## src/rtl/alu_mul_seq_pkg.sv

```systemverilog
// Shared constants and types for the shift-and-add multiplier sequencer.
// Holds the FSM state encoding, datapath widths and the fixed ALU control word.
package alu_mul_seq_pkg;

    localparam int unsigned DATA_W  = 16;
    localparam int unsigned CNT_W   = 4;
    localparam int unsigned ITER    = 16;
    localparam int unsigned STATE_W = 2;

    localparam logic [STATE_W-1:0] ST_IDLE = 2'd0;
    localparam logic [STATE_W-1:0] ST_ADD  = 2'd1;
    localparam logic [STATE_W-1:0] ST_DBL  = 2'd2;
    localparam logic [STATE_W-1:0] ST_DONE = 2'd3;

    // ALU control word, field order {zx,nx,zy,ny,f,no}
    typedef struct packed {
        logic zx;
        logic nx;
        logic zy;
        logic ny;
        logic f;
        logic no;
    } alu_ctrl_t;

    // x + y: no zeroing, no negation, adder selected, output not inverted
    localparam alu_ctrl_t ALU_CTRL_ADD = alu_ctrl_t'(6'b000010);

endpackage

```

## src/rtl/alu_mul_seq_if.sv

```systemverilog
// Request/result bundle between a requester and the multiplier sequencer.
//   start, a, b      : request and operands (requester -> sequencer)
//   busy, done, p    : status and registered product (sequencer -> requester)
//   zr, ng           : flags derived combinationally from p
interface alu_mul_seq_if;
    import alu_mul_seq_pkg::*;

    logic              start;
    logic [DATA_W-1:0] a;
    logic [DATA_W-1:0] b;
    logic              busy;
    logic              done;
    logic [DATA_W-1:0] p;
    logic              zr;
    logic              ng;

    modport master (output start, a, b, input busy, done, p, zr, ng);
    modport slave  (input start, a, b, output busy, done, p, zr, ng);
endinterface

```

## src/rtl/alu_mul_seq_alu.sv

```systemverilog
// The existing 16-bit zx/nx/zy/ny/f/no ALU (combinational).
//   ctrl  : control word
//   x, y  : operands
//   out_c : result
module alu_mul_seq_alu
    import alu_mul_seq_pkg::*;
(
    input  alu_ctrl_t         ctrl,
    input  logic [DATA_W-1:0] x,
    input  logic [DATA_W-1:0] y,
    output logic [DATA_W-1:0] out_c
);

    logic [DATA_W-1:0] x_z, x_n, y_z, y_n, f_out;

    // Operand preconditioning, function select, output inversion
    always_comb begin
        x_z   = ctrl.zx ? '0 : x;
        x_n   = ctrl.nx ? ~x_z : x_z;
        y_z   = ctrl.zy ? '0 : y;
        y_n   = ctrl.ny ? ~y_z : y_z;
        f_out = ctrl.f ? (x_n + y_n) : (x_n & y_n);
        out_c = ctrl.no ? ~f_out : f_out;
    end

endmodule

```

## src/rtl/alu_mul_seq.sv

```systemverilog
// Multi-cycle 16-bit shift-and-add multiplier that reuses the single ALU for
// both the accumulate (acc+mc) and the multiplicand doubling (mc+mc).
//   clk, rst_n : clock, synchronous active-low reset
//   bus        : slave side of alu_mul_seq_if (start/a/b in, busy/done/p/zr/ng out)
//   EARLY_EXIT : 1 = stop once the remaining multiplier bits are zero
module alu_mul_seq
    import alu_mul_seq_pkg::*;
#(
    parameter bit EARLY_EXIT = 1'b0
) (
    input  logic       clk,
    input  logic       rst_n,
    alu_mul_seq_if.slave bus
);

    logic [STATE_W-1:0] state_q, state_d;
    logic [DATA_W-1:0]  acc_q, acc_d;
    logic [DATA_W-1:0]  mc_q, mc_d;
    logic [DATA_W-1:0]  mp_q, mp_d;
    logic [CNT_W-1:0]   cnt_q, cnt_d;
    logic [DATA_W-1:0]  p_q, p_d;
    logic               busy_q, busy_d;
    logic               done_q, done_d;

    logic [DATA_W-1:0]  alu_x;
    logic [DATA_W-1:0]  alu_out_c;

    // ALU x operand: accumulator while adding, multiplicand while doubling
    always_comb begin
        alu_x = (state_q == ST_ADD) ? acc_q : mc_q;
    end

    alu_mul_seq_alu u_alu (
        .ctrl  (ALU_CTRL_ADD),
        .x     (alu_x),
        .y     (mc_q),
        .out_c (alu_out_c)
    );

    // Next-state and datapath updates
    always_comb begin
        state_d = state_q;
        acc_d   = acc_q;
        mc_d    = mc_q;
        mp_d    = mp_q;
        cnt_d   = cnt_q;
        p_d     = p_q;

        case (state_q)
            ST_IDLE: begin
                if (bus.start) begin
                    acc_d   = '0;
                    mc_d    = bus.a;
                    mp_d    = bus.b;
                    cnt_d   = '0;
                    state_d = ST_ADD;
                end
            end
            ST_ADD: begin
                if (mp_q[0]) begin
                    acc_d = alu_out_c;
                end
                state_d = ST_DBL;
            end
            ST_DBL: begin
                mc_d  = alu_out_c;
                mp_d  = mp_q >> 1;
                cnt_d = cnt_q + CNT_W'(1);
                // acc_q already holds this iteration's ADD result here
                if ((cnt_q == CNT_W'(ITER - 1)) ||
                    (EARLY_EXIT && (mp_q[DATA_W-1:1] == '0))) begin
                    p_d     = acc_q;
                    state_d = ST_DONE;
                end else begin
                    state_d = ST_ADD;
                end
            end
            ST_DONE: begin
                state_d = ST_IDLE;
            end
            default: begin
                state_d = ST_IDLE;
            end
        endcase

        // Status flags follow the state being entered so they are registered
        busy_d = (state_d == ST_ADD) || (state_d == ST_DBL);
        done_d = (state_d == ST_DONE);
    end

    // State and datapath registers
    always_ff @(posedge clk) begin
        if (!rst_n) begin
            state_q <= ST_IDLE;
            acc_q   <= '0;
            mc_q    <= '0;
            mp_q    <= '0;
            cnt_q   <= '0;
            p_q     <= '0;
            busy_q  <= 1'b0;
            done_q  <= 1'b0;
        end else begin
            state_q <= state_d;
            acc_q   <= acc_d;
            mc_q    <= mc_d;
            mp_q    <= mp_d;
            cnt_q   <= cnt_d;
            p_q     <= p_d;
            busy_q  <= busy_d;
            done_q  <= done_d;
        end
    end

    assign bus.busy = busy_q;
    assign bus.done = done_q;
    assign bus.p    = p_q;
    assign bus.zr   = (p_q == '0);
    assign bus.ng   = p_q[DATA_W-1];

endmodule

```

## src/flat_wrapper.sv

```systemverilog
// flat-port wrapper written by rule: the top's interface ports become plain ports
module alu_mul_seq_flat import alu_mul_seq_pkg::*;
#(
    parameter bit EARLY_EXIT = 1'b0
)
  (clk, rst_n, bus_start, bus_a, bus_b, bus_busy, bus_done, bus_p, bus_zr, bus_ng);
  alu_mul_seq_if bus_i ();
  input  logic clk;
  input  logic rst_n;
  input wire logic [$bits(bus_i.start)-1:0] bus_start;
  input wire logic [$bits(bus_i.a)-1:0] bus_a;
  input wire logic [$bits(bus_i.b)-1:0] bus_b;
  output wire logic [$bits(bus_i.busy)-1:0] bus_busy;
  output wire logic [$bits(bus_i.done)-1:0] bus_done;
  output wire logic [$bits(bus_i.p)-1:0] bus_p;
  output wire logic [$bits(bus_i.zr)-1:0] bus_zr;
  output wire logic [$bits(bus_i.ng)-1:0] bus_ng;
  assign bus_i.start = bus_start;
  assign bus_i.a = bus_a;
  assign bus_i.b = bus_b;
  assign bus_busy = bus_i.busy;
  assign bus_done = bus_i.done;
  assign bus_p = bus_i.p;
  assign bus_zr = bus_i.zr;
  assign bus_ng = bus_i.ng;
  alu_mul_seq #(.EARLY_EXIT(EARLY_EXIT)) u_core (.clk(clk), .rst_n(rst_n), .bus(bus_i));
endmodule
```

## config.mk

```make
export PLATFORM = sky130hd
export DESIGN_NAME = alu_mul_seq_flat
export DESIGN_NICKNAME = d
export VERILOG_FILES = /design/src/rtl/alu_mul_seq_pkg.sv /design/src/rtl/alu_mul_seq_if.sv /design/src/rtl/alu_mul_seq_alu.sv /design/src/rtl/alu_mul_seq.sv /design/src/flat_wrapper.sv
export SDC_FILE = /design/constraint.sdc
export NUM_CORES = 1
export LEC_CHECK = 0
export BUFFER_PORTS_ARGS = -buffer_cell sky130_fd_sc_hd__buf_2
export CAP_MARGIN = 10
export CORE_MARGIN = 5
export CORE_UTILIZATION = 61
export CTS_BUF_LIST = sky130_fd_sc_hd__clkbuf_8
export CTS_CLUSTER_DIAMETER = 100
export DETAILED_ROUTE_END_ITERATION = 10
export HOLD_SLACK_MARGIN = 0.03
export PLACE_DENSITY = 0.83
export SYNTH_ARGS = -nofsm -noshare
export SYNTH_HDL_FRONTEND = slang
export SYNTH_HIERARCHICAL = 1
export SYNTH_SLANG_ARGS = --single-unit
```

## constraint.sdc

```tcl
create_clock -name clk -period 4.9 [get_ports clk]
set_input_delay 0.245 -clock clk [delete_from_list [all_inputs] [get_ports clk]]
set_output_delay 0.245 -clock clk [all_outputs]
set_load 0.05 [all_outputs]
```

### Word-level counts from Yosys, hierarchy flattened

Index checks and enable logic that the tools add are counted.

* bits in registers: 72
* output and inout port bits: 20
* logic and storage cells: 40

* add/sub/neg operators: 2
* equality and inequality tests: 9
* mux-type cells: 13
* reductions and logical operators: 8

Operators with widths (number)
* 16-bit case mux with 2 select lines: 3
* 16-bit 2-to-1 mux: 5
* 16-bit adder: 1
* 16-bit logical NOT: 1
* 2-bit == test (second input constant): 4
* 2-bit case mux with 4 select lines: 1
* 4-bit case mux with 2 select lines: 1
* 4-bit by 1-bit adder with 4-bit output (second input constant): 1
* 2-bit by 1-bit == test with 1-bit output (second input constant): 2
* 4-bit == test (second input constant): 1
* 2-bit 2-to-1 mux: 2
* 4-bit 2-to-1 mux: 1
* 2-bit AND reduction: 2
* 2-bit nonzero test: 2
* 3-bit AND reduction: 1
* 2-bit logical NOT: 1
* 2-bit by 1-bit inequality test with 1-bit output (second input constant): 1
* 2-bit inequality test (second input constant): 1
* 1-bit logical OR: 1

### Longest topological paths before layout

* depth after elaboration: 5
* mapped depth: 17
* depth with buffers taken out: 16

### Cells and area by module

Netlist, hierarchy kept.

By module, submodules not included
* alu_mul_seq: times used 1, cells each 347, area each 3226.8 um^2, seq. area each 1441.4 um^2
* alu_mul_seq_alu: times used 1, cells each 212, area each 1667.8 um^2, seq. area each 0.0 um^2

### Worst setup path before layout

Ideal clock, no wire load.

* path kind: reg2reg
* from: reg u_core.state_q[0]
* to: reg u_core.mc_q[10]
* arrival time: 3.242 ns
* data required time: 4.781 ns
* slack: 1.539 ns
* stages on the path, launching flop included: 18
* path through: dfxtp_1 nor2b_1 buf_6 mux2_2 nand2b_1 xnor2_1 ha_1 fa_1 a21o_1 a41oi_2 a21oi_1 o21bai_1 nand3_1 a31oi_1 xnor2_1 nor2b_1 a21oi_1 o221a_1

* longest elaborated chain between the ends: 4
* elaborated cells on any way between the ends: 9

Ends and longest elaborated chain
* start: declaration: line alu_mul_seq.sv:16 `logic [STATE_W-1:0] state_q, state_d;`
* start signal: assignment: line alu_mul_seq.sv:103 `state_q <= state_d;`
* 2-bit by 1-bit == test with 1-bit output: line alu_mul_seq.sv:30 `alu_x = (state_q == ST_ADD) ? acc_q : mc_q;`
* 16-bit 2-to-1 mux: line alu_mul_seq.sv:30
* named net u_core.alu_x[0]: line alu_mul_seq.sv:25 `logic [DATA_W-1:0] alu_x;`
* 16-bit adder: line alu_mul_seq_alu.sv:22 `f_out = ctrl.f ? (x_n + y_n) : (x_n & y_n);`
* named net u_core.alu_out_c[10]: line alu_mul_seq.sv:26 `logic [DATA_W-1:0] alu_out_c;`
* 16-bit case mux with 2 select lines: line alu_mul_seq.sv:49 `case (state_q)`
* end signal: assignment: line alu_mul_seq.sv:105 `mc_q <= mc_d;`
* end: declaration: line alu_mul_seq.sv:18 `logic [DATA_W-1:0] mc_q, mc_d;`

The timed path passes the listed nets, and every way through them passes these cells.
A chain may end at the register's enable or synchronous reset.

### Worst setup path after layout

Same ends and word-level chain as after synthesis.

==> reports/results.ini <==
[setup_path]
arrival_ps = 3990
criticalPathCategory = reg -> reg
crit_fanout = 18
crit_slowest_cell = fa_1
cp-end-kind = flip-flop
rr_worst_depth = 16
cpPeakStageDelay_ps = 420
required_ps = 5140
startpoint = u_core/state_q[0]
r2r_start = u_core/state_q[0]
critPathLaunchType = flip-flop
crit_chain = nor2b_1 -> buf_4 -> mux2_2 -> nand2b_1 -> xnor2_1 -> fa_1 -> a21o_1 -> a41oi_2 -> a21oi_1 -> o21bai_1 -> nand3_1 -> a31oi_1 -> xnor2_1 -> nor2b_1 -> a21oi_1 -> o221a_1

[place]
dp_slack_ps = 1251
io_buffers = 54
place_hpwl_um = 8364
gp_congestion = 0.9373

[global_routing]
grt_pass1_vias = 4199
grt_max_degree = 71
grt_usage = 0.2481
grt_overflow = 0
grt_first_pass_wirelength_um = 20050
grt_antenna_before_repair = 1

[timing]
rsz0062_at_grt = false
slew_violations = 0
fin_skew_ps = 10.14
fin_crit_sh = 0.7648
setup_ws_ps = 1153
fmax_mhz = 266.8
fin_setup_tns_ps = 0
relSlewSlack = 0.2345
tightest_slew_ps = 1148
min_period_ps = 3747
finalSetupViolations = 0
hold_violations = 0

[cells_and_area]
syn2layout_area_growth_pct = 9.407
fillers = 608
fin_nets = 658
layout-drive-gt1-share = 0.1809
antenna_cells = 0

[hold_path]
min_from = bus_b[7]
hold_depth = 3
hold_class = in -> reg

[synth]
synth.most_common_cell = dfxtp_1
synth-edff-count = 0
synth_ff_type = dfxtp_1
ys_ff_latch = 72
synth-async-reset-ratio = 0
yosys.area.top_type = dfxtp_1
synth_area_leaders = dfxtp_1, xnor2_1, a21oi_1
synthCells = 559
yosysSeqAreaShare = 0.2945
avgSynthCellArea_um2 = 8.756
synthTopCellsByCount = dfxtp_1, a21oi_1, nand2_1
ys_types = 65
syn_area_um2 = 4895
yosysWarnings = 6
netlist.area_leader.share = 0.2945

[power_and_ir_drop]
cellLeakagePower_nw = 2.183
vdd_drop_max_v = 0.0001865
power_per_cell_area_nw_per_um2 = 328.5

[clock_tree]
cts_resized = 0
cts_root_buf = clkbuf_8
clock_insertion_delay_worst_skew_ps = 350
cts_max_level = 3
post-cts-setup-buffers = 0
max-clock-path-buffers = 2
clk_transition_reported_paths_ps = 80
numCtsBuffers = 9
cts_sinks = 72
hold_buffers = 0
cts_tree = yes

[drt]
detail-route-antenna-nets = 0
drcViolationCount = 0
wl_um = 12090
first_iter_violations = 203
routed_via_density = 5.941
detail_route.wl_per_cell_um = 17.03
routed-via-count = 4218
dr.pass1.iters = 4

[job]
maxCapViolCount = 0

[floorplan]
core-area_um2 = 7767
die_h_um = 99.58
rows = 32
chipWidth_um = 99.58
die_area_um2 = 9915
start_util = 0.6302
ios = 55

[status]
status = completed

## kinds of logic after synthesis
kind of cell | Yosys count | share of synthesized area
xor gates and xnor gates | 58 | 0.1038
buffers and inverters | 49 | 0.06058
DFF | 72 | 0.2945
and+or+nand+nor | 166 | 0.1754
adders and majority gates | 19 | 0.05010
other | 2 | 0.001534
AOI/OAI and AO/OA | 147 | 0.2157
muxes | 46 | 0.09841
## where the power goes
group          total, W  switching [W]  internal, W
registers      0.000640      0.0000233     0.000617
clock network  0.000573       0.000234     0.000339
logic          0.000546       0.000311     0.000235
## critical path: cells and delay by family (launching register included)
family                   cells  cell delay [ps]
AO/OA/AOI/OAI                7             1420
AND/OR/NAND/NOR              4              550
adder cells (fa/ha/maj)      1              420
multiplexers                 1              370
flip-flops                   1              330
buffers and inverters        1              310
XOR/XNOR                     2              270
## per-layer routing
layer	track usage	wire (µm)	vias to the layer above
met2	0.4179	5854	161
met1	0.3007	5051	1981
met3	0.04909	734	45
met5	0	0	-
li1	-	-	2031
met4	0.1239	454	0
## flip-flops by register name, summed over array words and instances, names as in the netlist
register / count
u_core/acc_q: 16
u_core/bus.p: 16
u_core/mc_q: 16
u_core/mp_q: 16
u_core/cnt_q: 4
u_core/state_q: 2
u_core/bus.busy: 1
u_core/bus.done: 1
## per-stage QoR
| stage | util | cell area (µm²) | hold slack, ps | cells | power [W] |
|---|---|---|---|---|---|
| final | 0.6894 | 5355 | 121.1 | 710 | 0.001759 |
| after global routing | 0.6894 | 5355 | 110.6 | 710 | 0.001849 |
| after CTS | 0.6894 | 5355 | 114.5 | 710 | 0.001753 |
| after detailed placement | 0.6587 | 5116 | 463.8 | 695 | 0.001180 |
| after global placement | 0.6587 | 5116 | 456.1 | 695 | 0.001164 |
| after floorplan | - | 4970 | 380.1 | 579 | 0.001091 |
## worst paths after layout
| kind | slack (ps) | to |
|---|---|---|
| setup / recovery | 1150 | u_core/mc_q[10] |
| hold / removal | 120 | u_core/mp_q[7] |
| setup reg to reg | 1150 | u_core/mc_q[10] |
| hold reg to reg | 480 | u_core/bus.p[3] |
## area by class of cell
class | count | area (µm²) | area share
tap | 102 | 127.6 | 0.02383
inverter | 6 | 22.52 | 0.004206
multi-input combinational | 458 | 3232 | 0.6035
sequential | 72 | 1441 | 0.2692
timing repair buffer | 57 | 292.8 | 0.05467
clock buffer | 9 | 123.9 | 0.02313
clock inverter | 6 | 115.1 | 0.02150
## cell usage in the layout (no fill, tap or decap), types with 4 or more instances in the layout
cell / instances
a21o_1: 7
a21oi_1: 60
a22o_1: 16
buf_2: 54
clkbuf_8: 9
conb_1: 22
dfxtp_1: 72
ha_1: 18
inv_1: 5
mux2_2: 17
mux2i_1: 29
nand2_1: 59
nand2b_1: 34
nand3_1: 5
nor2_1: 26
nor2b_1: 17
nor4_1: 4
o21a_1: 5
o21ai_1: 17
o221a_1: 12
o221a_2: 4
xnor2_1: 55
(Power assumes the default switching activity.)
